--- config.mk ---
export PLATFORM = sky130hd
export DESIGN_NAME = conv_result_streamer
export DESIGN_NICKNAME = d
export VERILOG_FILES = /design/src/rtl/conv_result_streamer.sv
export SDC_FILE = /design/constraint.sdc
export NUM_CORES = 1
export LEC_CHECK = 0
export ABC_AREA = 0
export CORE_ASPECT_RATIO = 1.1
export CORE_UTILIZATION = 40
export DETAILED_ROUTE_END_ITERATION = 16
export PLACE_DENSITY = 0.69
export SYNTH_ARGS = -nofsm -noshare
export SYNTH_HDL_FRONTEND = slang
export SYNTH_SLANG_ARGS = --single-unit
--- constraint.sdc ---
create_clock -name clk -period 14.4 [get_ports clk]
set_input_delay 1.44 -clock clk [delete_from_list [all_inputs] [get_ports clk]]
set_output_delay 1.44 -clock clk [all_outputs]
set_load 0.02 [all_outputs]
--- src/rtl/conv_result_streamer.sv ---
// conv_result_streamer: sweeps the result banks in lockstep and streams one packed, tagged beat per pixel
module conv_result_streamer #(
    parameter int RESULT_WIDTH = 22,
    parameter int ADDR_WIDTH   = 18,
    parameter int OUT_W        = 222,
    parameter int OUT_H        = 222,
    parameter int OUTPUT_SIZE  = OUT_W * OUT_H,
    parameter int NUM_FILTERS  = 3
) (
    input  logic                                clk,
    input  logic                                rst,
    input  logic                                start,
    output logic [ADDR_WIDTH-1:0]               rd_addr,
    input  logic [NUM_FILTERS*RESULT_WIDTH-1:0] rd_data,
    output logic                                out_valid,
    input  logic                                out_ready,
    output logic [NUM_FILTERS*RESULT_WIDTH-1:0] out_data,
    output logic                                out_eol,
    output logic                                out_eof,
    output logic                                busy,
    output logic                                done
);
    localparam int DW = NUM_FILTERS * RESULT_WIDTH;
    localparam int EW = DW + 2;
    localparam int CW = OUT_W > 1 ? $clog2(OUT_W) : 1;

    typedef enum logic [1:0] {IDLE, READ, DRAIN, DONE} state_t;

    state_t                state_q, state_d;
    logic [ADDR_WIDTH-1:0] addr_q, addr_d, issue_addr;
    logic [CW-1:0]         col_q, col_d;
    logic                  pend_q, pend_d, pend_eol_q, pend_eol_d, pend_eof_q, pend_eof_d;
    logic [1:0]            cnt_q, cnt_d, occ, slot;
    logic [EW-1:0]         e0_q, e0_d, e1_q, e1_d, new_e;
    logic                  issue, pop, is_eol, is_eof, last_issue;

    always_ff @(posedge clk or posedge rst) begin
        if (rst) begin
            state_q    <= IDLE;
            addr_q     <= '0;
            col_q      <= '0;
            pend_q     <= 1'b0;
            pend_eol_q <= 1'b0;
            pend_eof_q <= 1'b0;
            cnt_q      <= '0;
            e0_q       <= '0;
            e1_q       <= '0;
        end else begin
            state_q    <= state_d;
            addr_q     <= addr_d;
            col_q      <= col_d;
            pend_q     <= pend_d;
            pend_eol_q <= pend_eol_d;
            pend_eof_q <= pend_eof_d;
            cnt_q      <= cnt_d;
            e0_q       <= e0_d;
            e1_q       <= e1_d;
        end
    end

    always_comb begin
        state_d = state_q;
        case (state_q)
            IDLE:    state_d = start ? (last_issue ? DRAIN : READ) : IDLE;
            READ:    state_d = last_issue ? DRAIN : READ;
            DRAIN:   state_d = (pop && cnt_q == 2'd1 && !pend_q) ? DONE : DRAIN;
            default: state_d = IDLE;
        endcase
    end

    always_comb begin
        busy = state_q != IDLE;
        done = state_q == DONE;
    end

    // The start cycle itself issues address 0, so the first beat appears two cycles after start.
    always_comb begin
        pop        = cnt_q != 2'd0 && out_ready;
        occ        = cnt_q + {1'b0, pend_q} - {1'b0, pop};
        issue      = (state_q == IDLE && start) || (state_q == READ && occ < 2'd2);
        issue_addr = state_q == IDLE ? '0 : addr_q + 1'b1;
        is_eol     = col_q == CW'(OUT_W - 1);
        is_eof     = issue_addr == ADDR_WIDTH'(OUTPUT_SIZE - 1);
        last_issue = issue && is_eof;
        rd_addr    = issue ? issue_addr : addr_q;
        addr_d     = state_q == DONE ? '0 : rd_addr;
        col_d      = !issue ? col_q : (is_eol ? '0 : col_q + 1'b1);
        pend_d     = issue;
        pend_eol_d = is_eol;
        pend_eof_d = is_eof;
        new_e      = {pend_eof_q, pend_eol_q, rd_data};
        slot       = cnt_q - {1'b0, pop};
        cnt_d      = slot + {1'b0, pend_q};
        e0_d       = (pend_q && slot == 2'd0) ? new_e : (pop ? e1_q : e0_q);
        e1_d       = (pend_q && slot == 2'd1) ? new_e : e1_q;
        out_valid  = cnt_q != 2'd0;
        out_data   = e0_q[DW-1:0];
        out_eol    = e0_q[DW];
        out_eof    = e0_q[DW+1];
    end
endmodule
Word level (Yosys, flattened, before mapping)

Index checks and enable logic that the tools add are counted.

Output and inout bits: 89
Bits in registers: 169

Add/sub/neg operators: 6
Magnitude comparators: 1
Reductions and logical operators: 15
Muxes and demuxes: 10
Eq/ne operators: 7

Operators with widths:

| operator                                              | count |
|---|---|
| 2-to-1 mux 68 bit                                     | 2 |
| 2-to-1 mux 18 bit                                     | 3 |
| adder 18 x 1 -> 18 bit, second input constant         | 1 |
| equality test 18 x 16 -> 1 bit, second input constant | 1 |
| adder 8 x 1 -> 8 bit, second input constant           | 1 |
| equality test 8 bit, second input constant            | 1 |
| logical AND 1 bit                                     | 8 |
| 2-to-1 mux 8 bit                                      | 1 |
| equality test 2 x 1 -> 1 bit, second input constant   | 3 |
| case mux 2 bit (3 select lines)                       | 1 |
| nonzero test 2 bit                                    | 3 |
| adder 2 x 1 -> 2 bit                                  | 2 |
| equality test 2 bit, second input constant            | 2 |
| zero test 2 bit                                       | 2 |
| 2-to-1 mux 2 bit                                      | 2 |
| subtractor 2 x 1 -> 2 bit                             | 2 |
| less-than comparator 2 bit, second input constant     | 1 |
| zero test 1 bit                                       | 1 |
| logical OR 1 bit                                      | 1 |
| 2-to-1 mux 1 bit                                      | 1 |

Logic depth before layout (Yosys ltp)

Gate-level depths: netlist of run 1.

Depth in word-level cells: 10
Mapped depth: 15
Gate-level depth less buffers: 11

Least setup slack after synthesis of run 1

Ideal clock, no wire load.

Path type: input port to output port
From: input out_ready
To: output rd_addr[11]
Buffers on the path: 2
Cell stages on the path: 9
Data required time: 12.960 ns
Arrival: 3.651 ns
Slack: 9.309 ns
Cells stage by stage: nand2_1 -> buf_4 -> buf_4 -> inv_1 -> ha_1 -> and2b_1 -> xor2_4 -> nand3_1 -> o31ai_1

Longest elaborated chain between the ends: 6

RTL lines:

| item                       | line | RTL |
|---|---|---|
| from (decl)                | 16   | `input logic out_ready,` |
| logical AND 1 bit          | 78   | `pop = cnt_q != 2'd0 && out_ready;` |
| subtractor 2 x 1 -> 2 bit  | 79   | `occ = cnt_q + {1'b0, pend_q} - {1'b0, pop};` |
| less-than comparator 2 bit | 80   | `issue = (state_q == IDLE && start) \|\| (state_q == READ && occ < 2'd2);` |
| logical AND 1 bit          | 80   |  |
| logical OR 1 bit           | 80   |  |
| 2-to-1 mux 18 bit          | 85   | `rd_addr = issue ? issue_addr : addr_q;` |
| to (decl)                  | 13   | `output logic [ADDR_WIDTH-1:0] rd_addr,` |

No other way between the ends.

Final worst setup path of run 1

From: input out_ready
To: output rd_addr[15]

The elaborated chain is that of the path after synthesis.

==> results by group, run 1 <==
Global routing
  • Largest net degree at the start of global routing: 99
  • Total grt overflow: 0
  • Vias in the first global route: roughly 5400
  • Initial antenna violation count: 0
  • Global Route Usage Sum: 17.7%
  • First-pass GRT wire length: roughly 28 mm

STA
  • F_max: 0.152 GHz
  • RSZ-0062 raised after global routing: no
  • Final hold vios: 0
  • Slew @ Worst Pin: 0.968 ns
  • Final max-slew violation count: 0
  • Hold WS: 0.480 ns
  • Setup ws final: 7.82 ns
  • Minimum clock period after layout: 6.58 ns
  • Final setup viols: 0
  • Setup_tns: 0 ns
  • Final period utilization: between 40% and 50%
  • Max-slew headroom: a little over a third
  • Clk_skew: 0.00904 ns

Die
  • Core area: 0.0191 sq mm
  • Row count: 53
  • # IOs: 159
  • Horiz. Die Dim: 135 microns
  • Die H: between 100 and 150 microns
  • Die footprint: approximately 0.02 sq mm
  • Initial Util: between 40 and 50%

Clocking
  • Post-CTS setup buffer count: 0
  • Clk buf depth: 2
  • Clk_lat worst skew: between 0.4 and 0.5 ns
  • CTS tree: built
  • Post-CTS sizing: 0
  • Clock-pin slew on the worst setup and hold paths: 0.06 ns
  • H-tree Lvls: 4
  • Hold buffer count at cts: 0
  • Clk root buf: clkbuf_16
  • Clk sinks: about 170
  • TritonCTS buffer count: 17

Synthesis
  • Seq/Total Area, Yosys: 54.1%
  • Most numerous cell in the Yosys netlist: dfrtp_1
  • Synth area leader: dfrtp_1
  • Synth top cells by count: 169 x dfrtp_1, 84 x nor2_1, 77 x a21oi_1
  • Syn Inst Count: 693
  • Compound-Gate Fraction of Synth Area: under 10%
  • Syn_nets: 768
  • Adder-cell area share of the yosys netlist: 0.801%
  • Synth warn: 0
  • Asr flop ratio synth: 100%
  • Ys flop type: dfrtp_1
  • Post-synth top area share: 54.1%
  • Unique cell type count in the Yosys netlist: 51
  • Post-synthesis simple-gate area fraction: about an eighth
  • Largest family of logic cells by synthesized area: multiplexers
  • Synth Area in XOR/XNOR: 1.94%
  • Synth Register Bits: 169
  • Post-synthesis mux area share: 19.6%
  • Number of flops mapped to enable cells by yosys: 0
  • Ranking of synthesized cells by area: dfrtp_1 54%, mux2_2 9.9%, mux2i_1 9.6%
  • Syn Std Cell Area: 0.00781 sq mm
  • Mean post-synth cell area: 11.3 sq um

Layout
  • Post-route insts no fill: ~1100
  • Nets: 908
  • Fraction of layout cells with a size suffix above 1: 14.3%
  • Fin area: 0.0102 sq mm
  • Final Util: 53.2%
  • Ant. Diodes: 0
  • Layout area overhead: 30.0%
  • Fill cells: 1692

Route
  • Routed wire length: 17.2 mm
  • DR vias/cell: ~5.2
  • ANT nets after route: 0
  • First drt pass iteration count: 4
  • DR iter-0 viols: 281
  • DR DRC count: 0
  • Wire length per cell: 15.7 microns
  • Vias: 5690

Worst setup path
  • Critical Path AT: 5.14 ns
  • CP Class: input pin to primary output
  • Critical Path End Type: primary output
  • R2r setup slk: 10.76 ns
  • Required @ worst endpoint: 12.96 ns
  • Worst R2R Path Depth: 11
  • Terminus of the critical flop-to-flop path: addr_q[14]
  • CP Max Fanout: 27
  • CP max stage cell: a21boi_2
  • FF-to-FF Start: cnt_q[1]
  • Worst path cell trace: clkdlybuf4s50_1 -> nand2_4 -> inv_1 -> ha_1 -> and2b_1 -> xor2_4 -> a21boi_2 -> inv_1 -> nand3_1 -> o21a_1 -> clkdlybuf4s50_1
  • Delay of the slowest cell on the worst path: roughly 0.61 ns
  • Setup crit start kind: input pin

Hold path
  • Hold Crit Class: flip-flop to flip-flop
  • Hold Crit Endpoint: col_q[7]
  • HP Start: col_q[7]
  • Cell depth of the worst hold path: 1

Placed design
  • DP Worst Slack: roughly 7.8 ns
  • Gpl congestion: between 0.8 and 0.9
  • Placed instance area: about 0.0096 sq mm
  • Port bufs: 158
  • DP HPWL: 11.3 mm
  • Placed Cells: about 1100

Pwr
  • VDD IR-drop max: 0.115 mV
  • PD cells: 238 mW/mm^2
  • Final Power: 2.42 mW
  • Leak pwr: 4.40 nW

Flow run
  • MaxCap Viol Count: 0

Outcome
  • Status: finished clean
worst max-delay path: cells and delay by family:
family          cells  cell delay, ns
compound gates      2            0.74
xor+xnor            1            0.22
fa+ha+maj           1            0.36
buf+inv             4            1.50
simple gates        3            0.87
metal layers:
metal | vias up | GRT usage [%] | share of wire [%]
li1 | 2730 | - | -
met1 | 2791 | 24.0 | 46
met2 | 151 | 28.1 | 48
met3 | 18 | 3.85 | 4.8
met4 | 0 | 6.01 | 1.5
met5 | - | 0 | 0
worst max-delay path by stage:
stage,startpoint,to,slack (ns),cells after the start
floorplan,rst,addr_q[0],8.38,1
global placement,out_ready,rd_addr[15],7.83,11
detailed placement,out_ready,rd_addr[15],7.80,11
CTS,out_ready,rd_addr[15],7.76,11
global route,out_ready,rd_addr[15],7.53,11
finish,out_ready,rd_addr[15],7.82,11
cell families after synthesis:
family,after synthesis
AND/OR/NAND/NOR,187
flip-flops,169
multiplexers,144
AO/OA/AOI/OAI,125
buffers and inverters,50
XOR/XNOR,13
adder cells (fa/ha/maj),5
placed cells by master, fill, tap and decap left out, drive strengths merged, types with 7 or more instances in the layout:
| master | n |
|---|---|
| nor2 | 84 |
| xnor2 | 7 |
| and2 | 18 |
| mux2i | 75 |
| o21ai | 24 |
| nand3 | 15 |
| nand4 | 9 |
| inv | 15 |
| dfrtp | 169 |
| a21oi | 78 |
| clkbuf | 18 |
| mux2 | 69 |
| nand2 | 25 |
| clkdlybuf4s50 | 158 |
registers in the layout (all words and copies together), names as in the netlist:
signal      count
state_q         2
addr_q         18
cnt_q           2
pend_eof_q      1
col_q           8
e1_q           68
pend_q          1
e0_q           68
pend_eol_q      1
layout make-up:
class	instances	area, sq um	area share (%)
clock inverters	14	158	1.55
repair buffers	162	1610	15.9
inverters	9	38.8	0.382
well taps	247	309	3.04
multi-input cells	474	3380	33.2
clock buffers	18	439	4.32
flip-flops and latches	169	4230	41.6
where the power goes:
part	switching, mW	total, mW	internal [mW]
Combinational	0.590	1.13	0.542
Sequential	0.126	0.828	0.702
Clock	0.197	0.461	0.264
Total	0.913	2.42	1.51
Note: power is estimated with default switching activity, not from simulation.
==> run 2, diff against run 1 <==
==> constraint.sdc (replaced) <==
create_clock -name clk -period 6.7 [get_ports clk]
set_input_delay 0.67 -clock clk [delete_from_list [all_inputs] [get_ports clk]]
set_output_delay 0.67 -clock clk [all_outputs]
set_load 0.02 [all_outputs]
==> run 2 against run 1 <==
Compared with the run above:
- register-to-register slack worse by 7.6 ns
- clock-buffer cell count up 1
- cell count unchanged
- sequential power up 110%
- flip-flop and latch count unchanged
- via count down 1.9%
- combinational power up 120%
- critical path depth unchanged
- largest cell class unchanged
- core utilization up 0.079 points
- design area up 0.15%
- worst setup slack worse by 6.2 ns
- routed wire length down 0.55%
- critical path type is now flip-flop to primary output
- critical endpoint unchanged
==> results by group, run 2 (same netlist as run 1, synthesis figures left out) <==
Outcome
  • Status: finished clean (unchanged)

Flow run
  • MaxCap Viol Count: 0 (unchanged)

Route
  • Vias: 5583 (was 5690)
  • Routed wire length: 17.1 mm (was 17.2 mm)
  • Wire length per cell: 15.7 microns (about the same)
  • DR DRC count: 0 (unchanged)
  • DR iter-0 viols: 213 (was 281)
  • ANT nets after route: 0 (unchanged)
  • DR vias/cell: 5.11 (was 5.21)
  • First drt pass iteration count: 4 (unchanged)

Die
  • Core area: 0.0191 sq mm (unchanged)
  • Die footprint: 0.0201 sq mm (unchanged)
  • # IOs: 159 (unchanged)
  • Row count: 53 (unchanged)
  • Horiz. Die Dim: 135 microns (unchanged)
  • Die H: 149 microns (unchanged)
  • Initial Util: 40.9% (unchanged)

Global routing
  • First-pass GRT wire length: 28.1 mm (was 27.8 mm)
  • Global Route Usage Sum: 17.9% (was 17.7%)
  • Vias in the first global route: 5478 (was 5361)
  • Initial antenna violation count: 1 (was 0)
  • Largest net degree at the start of global routing: 106 (was 99)
  • Total grt overflow: 0 (unchanged)

STA
  • Hold WS: 0.475 ns (was 0.480 ns)
  • Setup_tns: 0 ns (unchanged)
  • Minimum clock period after layout: 5.08 ns
  • Max-slew headroom: 36.9% (was 35.5%)
  • F_max: 0.197 GHz
  • Clk_skew: 0.0125 ns (was 0.00904 ns)
  • Final period utilization: roughly 76%
  • Final setup viols: 0 (unchanged)
  • Final max-slew violation count: 0 (unchanged)
  • RSZ-0062 raised after global routing: no (unchanged)
  • Final hold vios: 0 (unchanged)
  • Slew @ Worst Pin: 0.947 ns (was 0.968 ns)

Worst setup path
  • Crit path capture: rd_addr[15] (unchanged)
  • Critical Path End Type: primary output (unchanged)
  • Required @ worst endpoint: 6.03 ns (was 12.96 ns)
  • FF-to-FF Start: cnt_q[1] (unchanged)
  • CP Class: flip-flop to primary output (was input pin to primary output)
  • R2r setup slk: 3.14 ns (was 10.76 ns)
  • Critical path origin: cnt_q[1] (was out_ready)
  • Terminus of the critical flop-to-flop path: addr_q[14] (unchanged)
  • CP Max Fanout: 21 (was 27)
  • Setup crit start kind: flip-flop (was input pin)
  • Worst R2R Path Depth: 11 (unchanged)
  • Critical Path AT: 4.41 ns (was 5.14 ns)

Layout
  • Most frequent cells in the layout: 169 x dfrtp_1, 158 x clkdlybuf4s50_1, 84 x nor2_1 (unchanged)
  • Layout area overhead: 30.2% (was 30.0%)
  • Fraction of layout cells with a size suffix above 1: 14.3% (unchanged)
  • Fin area: 0.0102 sq mm (about the same)
  • Ant. Diodes: 0 (unchanged)
  • Top Registers: e0_q: 68 flops, e1_q: 68 flops, addr_q: 18 flops (unchanged)
  • Commonest non-fill, non-tap cell in the layout: dfrtp_1 (unchanged)
  • Final Util: 53.3% (was 53.2%)
  • Fill cells: 1700 (was 1692)
  • Nets: 908 (unchanged)

Placed design
  • Port bufs: 158 (unchanged)
  • Placed instance area: 0.00956 sq mm (unchanged)
  • DP HPWL: 11.2 mm (was 11.3 mm)
  • Gpl congestion: 0.857 (was 0.827)

Clocking
  • H-tree Lvls: 4 (unchanged)
  • CTS tree: built (unchanged)
  • Hold buffer count at cts: 0 (unchanged)
  • Clk_lat worst skew: 0.42 ns (about the same)
  • Post-CTS sizing: 0 (unchanged)
  • Clk root buf: clkbuf_16 (unchanged)
  • TritonCTS buffer count: 17 (unchanged)
  • Clk buf depth: 2 (unchanged)
  • Clock-pin slew on the worst setup and hold paths: 0.07 ns (was 0.06 ns)
  • Post-CTS setup buffer count: 0 (unchanged)
  • Clk sinks: 169 (unchanged)

Pwr
  • Leak pwr: 4.40 nW (about the same)
  • Fraction of power consumed by sequential logic: 34.0% (was 34.2%)
  • VDD IR-drop max: 0.295 mV (was 0.115 mV)
  • Psw: 1.96 mW (was 0.913 mW)
  • Total internal power: 3.26 mW (was 1.51 mW)
  • Net Sw Frac: 37.6% (was 37.7%)
  • PD cells: 513 mW/mm^2 (was 238 mW/mm^2)
  • Part of the power in combinational logic: 46.7% (was 46.8%)
  • Clock Power Share: 19.3% (was 19.1%)

Hold path
  • Hold Crit Class: flip-flop to flip-flop (unchanged)
run 2: cell type report:
cell class              instances  area (sq um)  area share, %
repair buffers                162          1610           15.8
flip-flops and latches        169          4230           41.6
inverters                       9          38.8          0.381
clock buffers                  19           453           4.45
multi-input cells             474          3380           33.2
clock inverters                13           159           1.56
well taps                     247           309           3.04
run 2: worst max-delay path, stage by stage, from the launching register on:
cell             delay [ns]
dfrtp_1                0.45
or2_2                  0.35
nand2_4                0.33
inv_1                  0.08
ha_1                   0.35
and2b_1                0.27
xor2_4                 0.21
a21boi_2               0.63
inv_1                  0.37
nand3_1                0.21
o21a_1                 0.13
clkdlybuf4s50_1        0.59
run 2: worst min path at each step:
stage | startpoint | to | slack [ns] | depth (start not counted)
after CTS | col_q[7] | col_q[7] | 0.48 | 1
final | col_q[7] | col_q[7] | 0.48 | 1
after global placement | col_q[7] | col_q[7] | 0.47 | 1
after detailed placement | col_q[7] | col_q[7] | 0.47 | 1
after floorplan | col_q[4] | col_q[4] | 0.44 | 1
after global routing | e1_q[0] | e1_q[0] | 0.52 | 1
run 2: through the flow:
stage / cells / worst slack (ns) / power, mW
final: 1093 / 1.62 / 5.22
after global routing: 1093 / 1.36 / 5.58
after CTS: 1093 / 1.60 / 5.28
after detailed placement: 1061 / 1.72 / 4.26
after global placement: 1061 / 1.77 / 4.20
after floorplan: 693 / 1.45 / 3.41
run 2: layer usage:
layer | routed length [microns] | track usage (%)
met1 | 7880 | 24.0
met2 | 8070 | 27.9
met3 | 983 | 4.91
met4 | 172 | 5.51
met5 | 13 | 0
run 2: power groups by stage:
stage	sequential [mW]	combinational [mW]	clock [mW]
6_report	1.78	2.44	1.01
5_1_grt	1.84	2.66	1.07
4_1_cts	1.78	2.47	1.03
3_5_place_dp	1.80	2.46	0
3_3_place_gp	1.78	2.42	0
2_1_floorplan	2.00	1.41	0
==> run 3, diff against run 2 <==
==> constraint.sdc (replaced) <==
create_clock -name clk -period 4.7 [get_ports clk]
set_input_delay 0.47 -clock clk [delete_from_list [all_inputs] [get_ports clk]]
set_output_delay 0.47 -clock clk [all_outputs]
set_load 0.02 [all_outputs]
==> run 3 against run 2 <==
Compared with the run above:
- sequential power grew 43%
- register-to-register slack lost 1.5 ns
- first-iteration DRC count grew 26%
- critical path type unchanged
==> results by group, run 3 (same netlist as run 1, synthesis figures left out) <==
Route
  • ANT nets after route: 0 (unchanged)
  • DR vias/cell: 5.15 (was 5.11)
  • Wire length per cell: 15.8 microns (was 15.7 microns)
  • DR iter-0 viols: 268 (was 213)
  • Vias: 5639 (was 5583)
  • First drt pass iteration count: 5 (was 4)
  • DR DRC count: 0 (unchanged)
  • Routed wire length: 17.3 mm (was 17.1 mm)

Hold path
  • Cell depth of the worst hold path: 1 (unchanged)
  • HP Start: col_q[7] (unchanged)
  • Hold Crit Endpoint: col_q[7] (unchanged)
  • Hold Crit Class: flip-flop to flip-flop (unchanged)

STA
  • Final hold vios: 0 (unchanged)
  • Max-slew headroom: 32.4% (was 36.9%)
  • Setup ws final: 0.434 ns (was 1.62 ns)
  • Minimum clock period after layout: 4.27 ns
  • Final period utilization: 90.8%
  • Setup_tns: 0 ns (unchanged)
  • Slew @ Worst Pin: 1.01 ns (was 0.947 ns)
  • Final setup viols: 0 (unchanged)
  • Hold WS: 0.488 ns (was 0.475 ns)
  • RSZ-0062 raised after global routing: no (unchanged)
  • Clk_skew: 0.00897 ns (was 0.0125 ns)
  • Final max-slew violation count: 0 (unchanged)
  • F_max: between 0.2 and 0.25 GHz

Die
  • Die H: 149 microns (unchanged)
  • Die footprint: 0.0201 sq mm (unchanged)
  • # IOs: 159 (unchanged)
  • Initial Util: 40.9% (unchanged)
  • Row count: 53 (unchanged)
  • Core area: 0.0191 sq mm (unchanged)
  • Horiz. Die Dim: 135 microns (unchanged)

Global routing
  • Total grt overflow: 0 (unchanged)
  • Vias in the first global route: 5538 (was 5478)
  • Global Route Usage Sum: 18.0% (was 17.9%)
  • Largest net degree at the start of global routing: 170 (was 106)
  • Initial antenna violation count: 0 (was 1)
  • First-pass GRT wire length: 28.4 mm (was 28.1 mm)

Worst setup path
  • Worst path cell trace: or2_2 -> nand2_4 -> inv_1 -> ha_1 -> and2b_1 -> xor2_4 -> a21boi_2 -> inv_1 -> buf_4 -> nand2_1 -> nand2_1 -> clkdlybuf4s50_1 (was or2_2 -> nand2_4 -> inv_1 -> ha_1 -> and2b_1 -> xor2_4 -> a21boi_2 -> inv_1 -> nand3_1 -> o21a_1 -> clkdlybuf4s50_1)
  • Worst R2R Path Depth: 12 (was 11)
  • CP Max Fanout: 17 (was 21)
  • Delay of the slowest cell on the worst path: 0.61 ns (was 0.63 ns)
  • Critical path origin: cnt_q[1] (unchanged)
  • FF-to-FF Start: cnt_q[1] (unchanged)
  • Setup crit start kind: flip-flop (unchanged)
  • CP Class: flip-flop to primary output (unchanged)
  • Critical Path End Type: primary output (unchanged)
  • CP max stage cell: a21boi_2 (unchanged)
  • Required @ worst endpoint: 4.23 ns (was 6.03 ns)
  • Critical Path AT: 3.80 ns (was 4.41 ns)
  • R2r setup slk: 1.61 ns (was 3.14 ns)
  • Terminus of the critical flop-to-flop path: addr_q[14] (unchanged)

Layout
  • Register area: 0.00423 sq mm (unchanged)
  • Layout area overhead: 30.2% (unchanged)
  • Fin area: 0.0102 sq mm (unchanged)
  • Most frequent cells in the layout: 169 x dfrtp_1, 158 x clkdlybuf4s50_1, 84 x nor2_1 (unchanged)
  • Nets: 910 (was 908)
  • Multi-input logic area: 0.00338 sq mm (about the same)
  • Fill cells: 1706 (was 1700)
  • Fraction of layout cells with a size suffix above 1: 14.5% (was 14.3%)
  • Top Registers: e0_q: 68 flops, e1_q: 68 flops, addr_q: 18 flops (unchanged)
  • Ant. Diodes: 0 (unchanged)
  • Commonest non-fill, non-tap cell in the layout: dfrtp_1 (unchanged)

Clocking
  • Clock-pin slew on the worst setup and hold paths: 0.07 ns (about the same)
  • Clk_lat worst skew: 0.42 ns (about the same)
  • Hold buffer count at cts: 0 (unchanged)
  • Clk buf depth: 2 (unchanged)
  • Post-CTS setup buffer count: 0 (unchanged)
  • Clk sinks: 169 (unchanged)
  • TritonCTS buffer count: 17 (unchanged)
  • H-tree Lvls: 4 (unchanged)
  • Clk root buf: clkbuf_16 (unchanged)
  • CTS tree: built (unchanged)
  • Post-CTS sizing: 0 (unchanged)

Placed design
  • Gpl congestion: 0.819 (was 0.857)
  • DP HPWL: 11.2 mm (about the same)
  • Port bufs: 158 (unchanged)
  • DP Worst Slack: 0.726 ns (was 1.72 ns)
  • Placed instance area: 0.00959 sq mm (was 0.00956 sq mm)

Pwr
  • PD cells: 729 mW/mm^2 (was 513 mW/mm^2)
  • VDD IR-drop max: 0.467 mV (was 0.295 mV)
  • Leak pwr: 4.40 nW (about the same)

Outcome
  • Status: finished clean (unchanged)

Flow run
  • MaxCap Viol Count: 0 (unchanged)
==> run 3: changes by cell type in the layout (fill, tap and decap cells not counted) <==
cell        previous run  this run
and3_2                 1         0
and3_4                 0         1
buf_12                 0         1
buf_4                  4         5
bufinv_16              2         0
clkinv_4               4         3
clkinv_8               0         1
clkinvlp_4             2         3
inv_6                  4         3
inv_8                  2         4
==> run 3: layout make-up <==
type,count,share of cell area (%)
repair buffers,164,16.1
well taps,247,3.04
clock inverters,13,1.27
inverters,9,0.369
multi-input cells,474,33.2
flip-flops and latches,169,41.6
clock buffers,19,4.45
==> run 3: per-layer routing <==
layer	vias up	wire length, microns	GRT usage (%)	part of all wire (%)
met4	0	182	6.18	1.1
met3	17	791	3.24	4.6
met2	157	8500	29.6	49
met1	2743	7830	24.0	45
met5	-	0	0	0
li1	2722	-	-	-
==> run 3: power by group <==
group	switching, mW	internal, mW
registers	0.388	2.15
clock network	0.628	0.731
logic	1.83	1.68
total	2.85	4.57
==> run 3: worst max-delay path: cells and delay by family (launching register included) <==
kind                       cells  cell delay (ns)
xor gates and xnor gates       1             0.21
buffers and inverters          4             0.93
adders and majority gates      1             0.34
and+or+nand+nor                5             0.83
DFF                            1             0.45
AOI/OAI and AO/OA              1             0.61
==> run 3: worst max-delay path by stage <==
| stage | to | slack [ns] |
|---|---|---|
| finish | rd_addr[14] | 0.43 |
| global route | rd_addr[14] | 0.19 |
| CTS | rd_addr[14] | 0.40 |
| detailed placement | rd_addr[14] | 0.73 |
| global placement | rd_addr[14] | 0.77 |
| floorplan | rd_addr[11] | 1.06 |
==> run 3: through the flow <==
stage | std cells | utilization (%) | power, mW
floorplan | 693 | - | 4.86
global route | 1095 | 53.3 | 7.93
global placement | 1063 | 50.2 | 6.03
detailed placement | 1063 | 50.2 | 6.11
finish | 1095 | 53.3 | 7.41
CTS | 1095 | 53.3 | 7.50
==> RTL edit 1 (flow settings as in run 2) <==
Set the parameter `OUT_W` to 214 (it was 222).
--- a/src/rtl/conv_result_streamer.sv
+++ b/src/rtl/conv_result_streamer.sv
@@ -4,3 +4,3 @@
     parameter int ADDR_WIDTH   = 18,
-    parameter int OUT_W        = 222,
+    parameter int OUT_W        = 214,
     parameter int OUT_H        = 222,
Check against the original RTL: same outputs for any inputs over 10 cycles, from zero or initial values and one cycle with rst high; that may be too few to reach the edited logic, so the function may still have changed.
==> RTL edit 1 against run 2 <==
- sequential cell count did not move
- clock power decreased by 6%
- first-iteration DRC count grew 28%
- register-to-register slack worse by 0.38 ns
- final area decreased by 0.34%
- routed wire length increased by 0.34%
- synthesized cell count fell by 0.87%
- setup slack got worse by 0.012 ns
- area after synthesis rose by 0.59%
- total power decreased by 0.88%
==> RTL edit 1: results (changes against run 2) <==
** Power and ir drop
- The proportion of total power due to net switching was 37.7% (about the same).
- Leakage :: 4.41 nW (+0.13%)
- The largest voltage drop on the vdd net was 0.331 mV (+12%).

** Setup path
- Crit-path max FO :: 34 (+62%)
- Slowest cell delay on critical path :: 0.67 ns (+0.04 ns)
- Worst EP arrival :: 4.42 ns (about the same)
- Max stage delay cell, worst path :: sky130_fd_sc_hd__a21boi_1
- Timing startpoint of the critical path :: cnt_q[1]$_DFF_PP0_

** STA
- The relative slew slack came to 38.0% (+1.1 points).
- Clock Skew :: 0.0105 ns (-0.00201 ns)

** Synthesis
- In the synthesized netlist, the cells that appear most often are sky130_fd_sc_hd__dfrtp_1 (169), sky130_fd_sc_hd__nor2_1 (81), sky130_fd_sc_hd__a21oi_1 (78).
- The share of synthesized area occupied by flip-flops and latches came to 53.8% (-0.32 points).
- Prevailing post-synth register cell :: sky130_fd_sc_hd__dfrtp_1
- The total nets after synthesis came to 762 (-0.78%).
- In the post-synthesis netlist, the biggest area contributors are sky130_fd_sc_hd__dfrtp_1 (54%), sky130_fd_sc_hd__mux2_2 (9.9%), sky130_fd_sc_hd__mux2i_1 (9.4%).

** Final layout
- Inverters excl. clock :: 11 (+2)
- Non-Clock Buffer Area Fraction :: 15.9% (+0.055 points)
- The area occupied by multi-input gates was 3380 µm² (about the same).
- Number of sequential cells :: 169 (unchanged)
- The share of layout cells above drive strength 1 is 14.9% (+0.55 points).
- Number of fill cells :: 1748 (+2.8%)
- The number of clock buffers in the layout was 22 (+3).
- The multi-input combinational cell count is 462 (-2.5%).
- The clock-cell share of area is 5.59% (-0.42 points).
- The number of signal-net buffers in the layout came to 162 (unchanged).
- Layout net count :: 898 (-1.1%)
- The cell area after layout was 10100 µm² (-0.34%).

** GRT
- The maximum number of pins on one net before global-route repair is 96 (-9.4%).
- Initial antenna violation count :: 0 (-1)
- The wire length of the first global-routing pass came to 28.1 mm (about the same).
- Via count of the first global-routing pass :: 5428 (-0.91%)
- The global routing met2 resource utilization is 27.4% (-0.53 points).
- Met1 routing resource usage after global routing :: 24.9% (+0.87 points)
- The met3 usage was 3.67% (-1.2 points).

** Clock tree
- Clock transition time at the flip-flop clock pins of the worst setup and hold paths :: 0.07 ns (about the same)
- Source-to-sink clock delay at the later pin of the worst-skew pair :: 0.42 ns (about the same)
- Root Buffer :: sky130_fd_sc_hd__clkbuf_16

** Placement
- The total placed instance area was 9570 µm² (+0.10%).
- Dpl hpwl :: 11.2 mm (-0.45%)
- The final RePlAce weighted congestion is 0.892 (+4.1%).

** Routing
- Total via count in the routed design :: 5587 (+0.072%)
- Highest metal used :: met4
- The number of DRC markers after the initial detailed-route iteration was 273 (+28%).
- The length of routed met2 wiring was 8.14 mm (+0.89%).
- The detailed-route wire length per cell was 15.9 µm (+1.4%).
- Met1 Routed Length :: 7.94 mm (+0.76%)
- The amount of wire on met3 after detailed routing was 859 µm (-13%).

** Run status
- The run finished with clean final reports.

** Worst hold path
- Launch point of the worst hold path :: col_q[5]$_DFFE_PP0N_
-- RTL edit 1: changes by cell type after synthesis, sizes merged, moves of 3 or more --
cell    before  now
nand3       15   12
clkbuf      16   19
a41oi        0    3
o31ai        5    2
xnor2        7   11
o21ai       24   17
nand4b       0    4
nor4         5    9
-- RTL edit 1: power by group through the flow --
stage	sequential, mW	combinational [mW]	clock, mW
global placement	1.80	2.42	0
floorplan	2.00	1.43	0
detailed placement	1.82	2.46	0
finish	1.79	2.44	0.945
CTS	1.80	2.47	0.973
global route	1.86	2.66	1.02
-- RTL edit 1: final timing paths --
| path | to | slack (ns) | depth (start not counted) |
|---|---|---|---|
| max reg2reg | e1_q[26]$_DFFE_PP0P_ | 2.76 | 8 |
| max in group asynchronous | e0_q[12]$_DFFE_PP0P_ | 4.41 | 3 |
| min reg2reg | col_q[5]$_DFFE_PP0N_ | 0.49 | 1 |
| max | rd_addr[16] | 1.61 | 10 |
| min in group asynchronous | e0_q[42]$_DFFE_PP0P_ | 0.82 | 2 |
| min | col_q[5]$_DFFE_PP0N_ | 0.49 | 1 |
-- RTL edit 1: metrics by stage --
stage / hold slack, ns / setup WS (ns) / total power, mW / instances
floorplan: 0.455 / 1.45 / 3.42 / 687
global placement: 0.484 / 1.65 / 4.21 / 1051
detailed placement: 0.489 / 1.62 / 4.27 / 1051
CTS: 0.500 / 1.54 / 5.24 / 1082
global route: 0.522 / 1.31 / 5.54 / 1082
finish: 0.492 / 1.61 / 5.17 / 1082
-- RTL edit 1: cell families (layout without fill, tap and decap cells) --
kind of cell	after synthesis	count (layout)	share of synthesized area, %
compound gates	120	120	8.60
xor+xnor	15	15	2.10
fa+ha+maj	6	6	0.923
buf+inv	56	204	3.49
flops	169	169	53.8
mux	143	143	19.3
simple gates	178	178	11.8
==> RTL edit 2 (settings of run 2) <==
Without the edit above. Take the reset off `e0_q` and load it in a clocked block of its own.
--- a/src/rtl/conv_result_streamer.sv
+++ b/src/rtl/conv_result_streamer.sv
@@ -45,3 +45,2 @@
             cnt_q      <= '0;
-            e0_q       <= '0;
             e1_q       <= '0;
@@ -55,5 +54,8 @@
             cnt_q      <= cnt_d;
-            e0_q       <= e0_d;
             e1_q       <= e1_d;
         end
+    end
+
+    always_ff @(posedge clk) begin
+        e0_q <= e0_d;
     end
Function: differs if rst is asserted again (counterexample within 4 cycles, from zero or initial values and one cycle with rst high); with rst held inactive, the same outputs for 10 cycles.
==> RTL edit 2 against run 2 <==
- final area down 2.4%
- setup slack gained 0.26 ns
- routed wire length decreased by 4.7%
- area after synthesis fell by 3.5%
- sequential cell count stayed put
- count of clock-buffer cells in the layout down 2
- cell count decreased by 13%
- sequential share of layout area grew 4.4 points
- utilization grew 0.67 points
- fmax increased by 5.4%
- non-clock buffer count decreased by 1
- total power decreased by 0.91%
- critical path type unchanged
- largest power group unchanged
==> RTL edit 2: results (changes against run 2) <==
** Run status
- Status :: completed

** Routing
- WL per Instance :: 17.2 µm (+9.9%)
- The number of DRC markers after the initial detailed-route iteration came to 257 (+21%).
- Highest metal used :: met4
- The total number of vias is 5026 (-10%).
- The post-route met1 wirelength was 7.20 mm (-8.6%).
- Routed length on met2 :: 7.85 mm (-2.7%)
- The amount of wire on met3 after detailed routing was 957 µm (-2.6%).

** STA
- The worst hold slack is 0.503 ns (+0.0272 ns).
- Clock Skew :: 0.00837 ns (-0.00415 ns)
- Relative slew slack :: 21.8% (-15 points)

** Synthesis
- Yosys cell types :: 48 (-5.9%)
- Register area share after synthesis :: 60.6% (+6.5 points)
- By count the netlist is led by sky130_fd_sc_hd__mux2_2 (137), sky130_fd_sc_hd__dfrtp_1 (101), sky130_fd_sc_hd__edfxtp_1 (68).
- After synthesis, the cell types taking the most area are sky130_fd_sc_hd__dfrtp_1 (34%), sky130_fd_sc_hd__edfxtp_1 (27%), sky130_fd_sc_hd__mux2_2 (20%).
- The total nets after synthesis came to 617 (-20%).
- Average cell area after synthesis :: 13.9 µm² (+23%)
- Post-synth EDFFs :: 68 (+68)
- Share of synthesized flip-flops with an asynchronous set or reset :: 59.8% (-40 points)

** Placement
- The worst slack at placement was 2.01 ns (+0.285 ns).
- Final Wtd Congestion :: 0.875 (+2.0%)
- The total placed instance area was 9350 µm² (-2.2%).
- Dpl hpwl :: 10.9 mm (-2.7%)
- Placed Instances :: 916 (-14%)

** Clock tree
- Post-CTS Setup Bufs :: 0 (unchanged)
- Root Buffer :: sky130_fd_sc_hd__clkbuf_16
- The number of hold-repair buffers added at the cts stage was 0 (unchanged).

** Power and ir drop
- The largest voltage drop on the vdd net is 0.293 mV (-0.89%).
- Leakage :: 3.79 nW (-14%)

** GRT
- The initial antenna violation count is 0 (-1).
- The wire length of the first global-routing pass is 26.5 mm (-5.5%).
- Gr usage total :: 17.5% (-0.36 points)
- Via count of the first global-routing pass :: 5164 (-5.7%)
- Pin count of the biggest net entering global routing :: 69 (-35%)

** Setup path
- The register-to-register setup slack was 2.97 ns (-0.17 ns).
- Worst EP arrival :: 4.15 ns (-0.26 ns)
- Crit-path max FO :: 17 (-19%)

** Final layout
- The share of layout cells above drive strength 1 is 26.2% (+12 points).
- The number of nets in the finished design is 767 (-16%).
==> RTL edit 2: cell types whose count changed in the layout (fill, tap and decap cells not counted), moves of 62 or more <==
cell,before,now
sky130_fd_sc_hd__a21oi_1,77,15
sky130_fd_sc_hd__nor2_1,84,18
sky130_fd_sc_hd__mux2_2,69,137
sky130_fd_sc_hd__edfxtp_1,0,68
sky130_fd_sc_hd__dfrtp_1,169,101
sky130_fd_sc_hd__mux2i_1,75,10
==> RTL edit 2: power groups by stage <==
stage | Combinational, mW | Clock (mW) | Sequential (mW)
after global routing | 2.46 | 1.02 | 1.99
after CTS | 2.32 | 0.979 | 1.93
final | 2.29 | 0.950 | 1.93
after detailed placement | 2.31 | 0 | 1.95
after global placement | 2.26 | 0 | 1.92
after floorplan | 1.24 | 0 | 2.19
==> RTL edit 2: logic make-up (layout without fill, tap and decap cells) <==
kind of cell             after synthesis  count (layout)  share of synthesized area, %
AO/OA/AOI/OAI                         58              58                          4.91
adder cells (fa/ha/maj)                5               5                         0.830
AND/OR/NAND/NOR                      113             113                          8.23
multiplexers                         147             147                          21.8
flip-flops                           169             169                          60.6
buffers and inverters                 39             202                          2.16
XOR/XNOR                              11              11                          1.48
==> RTL edit 2: worst max-delay path, cell delays in order, from the launching register on <==
cell,delay [ns]
sky130_fd_sc_hd__dfrtp_1,0.43
sky130_fd_sc_hd__or2_2,0.32
sky130_fd_sc_hd__and2_1,0.18
sky130_fd_sc_hd__ha_1,0.37
sky130_fd_sc_hd__nand2b_1,0.22
sky130_fd_sc_hd__xnor2_2,0.32
sky130_fd_sc_hd__a21oi_1,0.87
sky130_fd_sc_hd__o21ai_0,0.21
sky130_fd_sc_hd__o31ai_1,0.14
sky130_fd_sc_hd__clkdlybuf4s50_1,0.68
==> RTL edit 2: path summary, 6_finish.rpt <==
path / endpoint / start / cells past startpoint
min in group asynchronous: e1_q[64]$_DFFE_PP0P_ / rst / 2
max in group asynchronous: e1_q[17]$_DFFE_PP0P_ / rst / 3
worst min register to register: e1_q[67]$_DFFE_PP0P_ / e1_q[67]$_DFFE_PP0P_ / 1
worst max register to register: e1_q[46]$_DFFE_PP0P_ / cnt_q[1]$_DFF_PP0_ / 8
worst max-delay path: rd_addr[3] / cnt_q[1]$_DFF_PP0_ / 9
worst min-delay path: e1_q[67]$_DFFE_PP0P_ / e1_q[67]$_DFFE_PP0P_ / 1
==> RTL edit 2: cell type report <==
cell class                      count  area [µm²]
Multi-Input combinational cell    334        2840
Timing Repair Buffer              161        1600
Tap cell                          243         304
Inverter                            9        36.3
Sequential cell                   169        4570
Clock buffer                       17         425
Clock inverter                     15         156
Fill cell                        1492        8480
==> RTL edit 2: per-layer routing <==
metal	vias to the layer above	track usage (%)
li1	2315	-
met1	2496	22.4
met2	196	28.7
met3	19	4.14
met4	0	6.55
met5	-	0
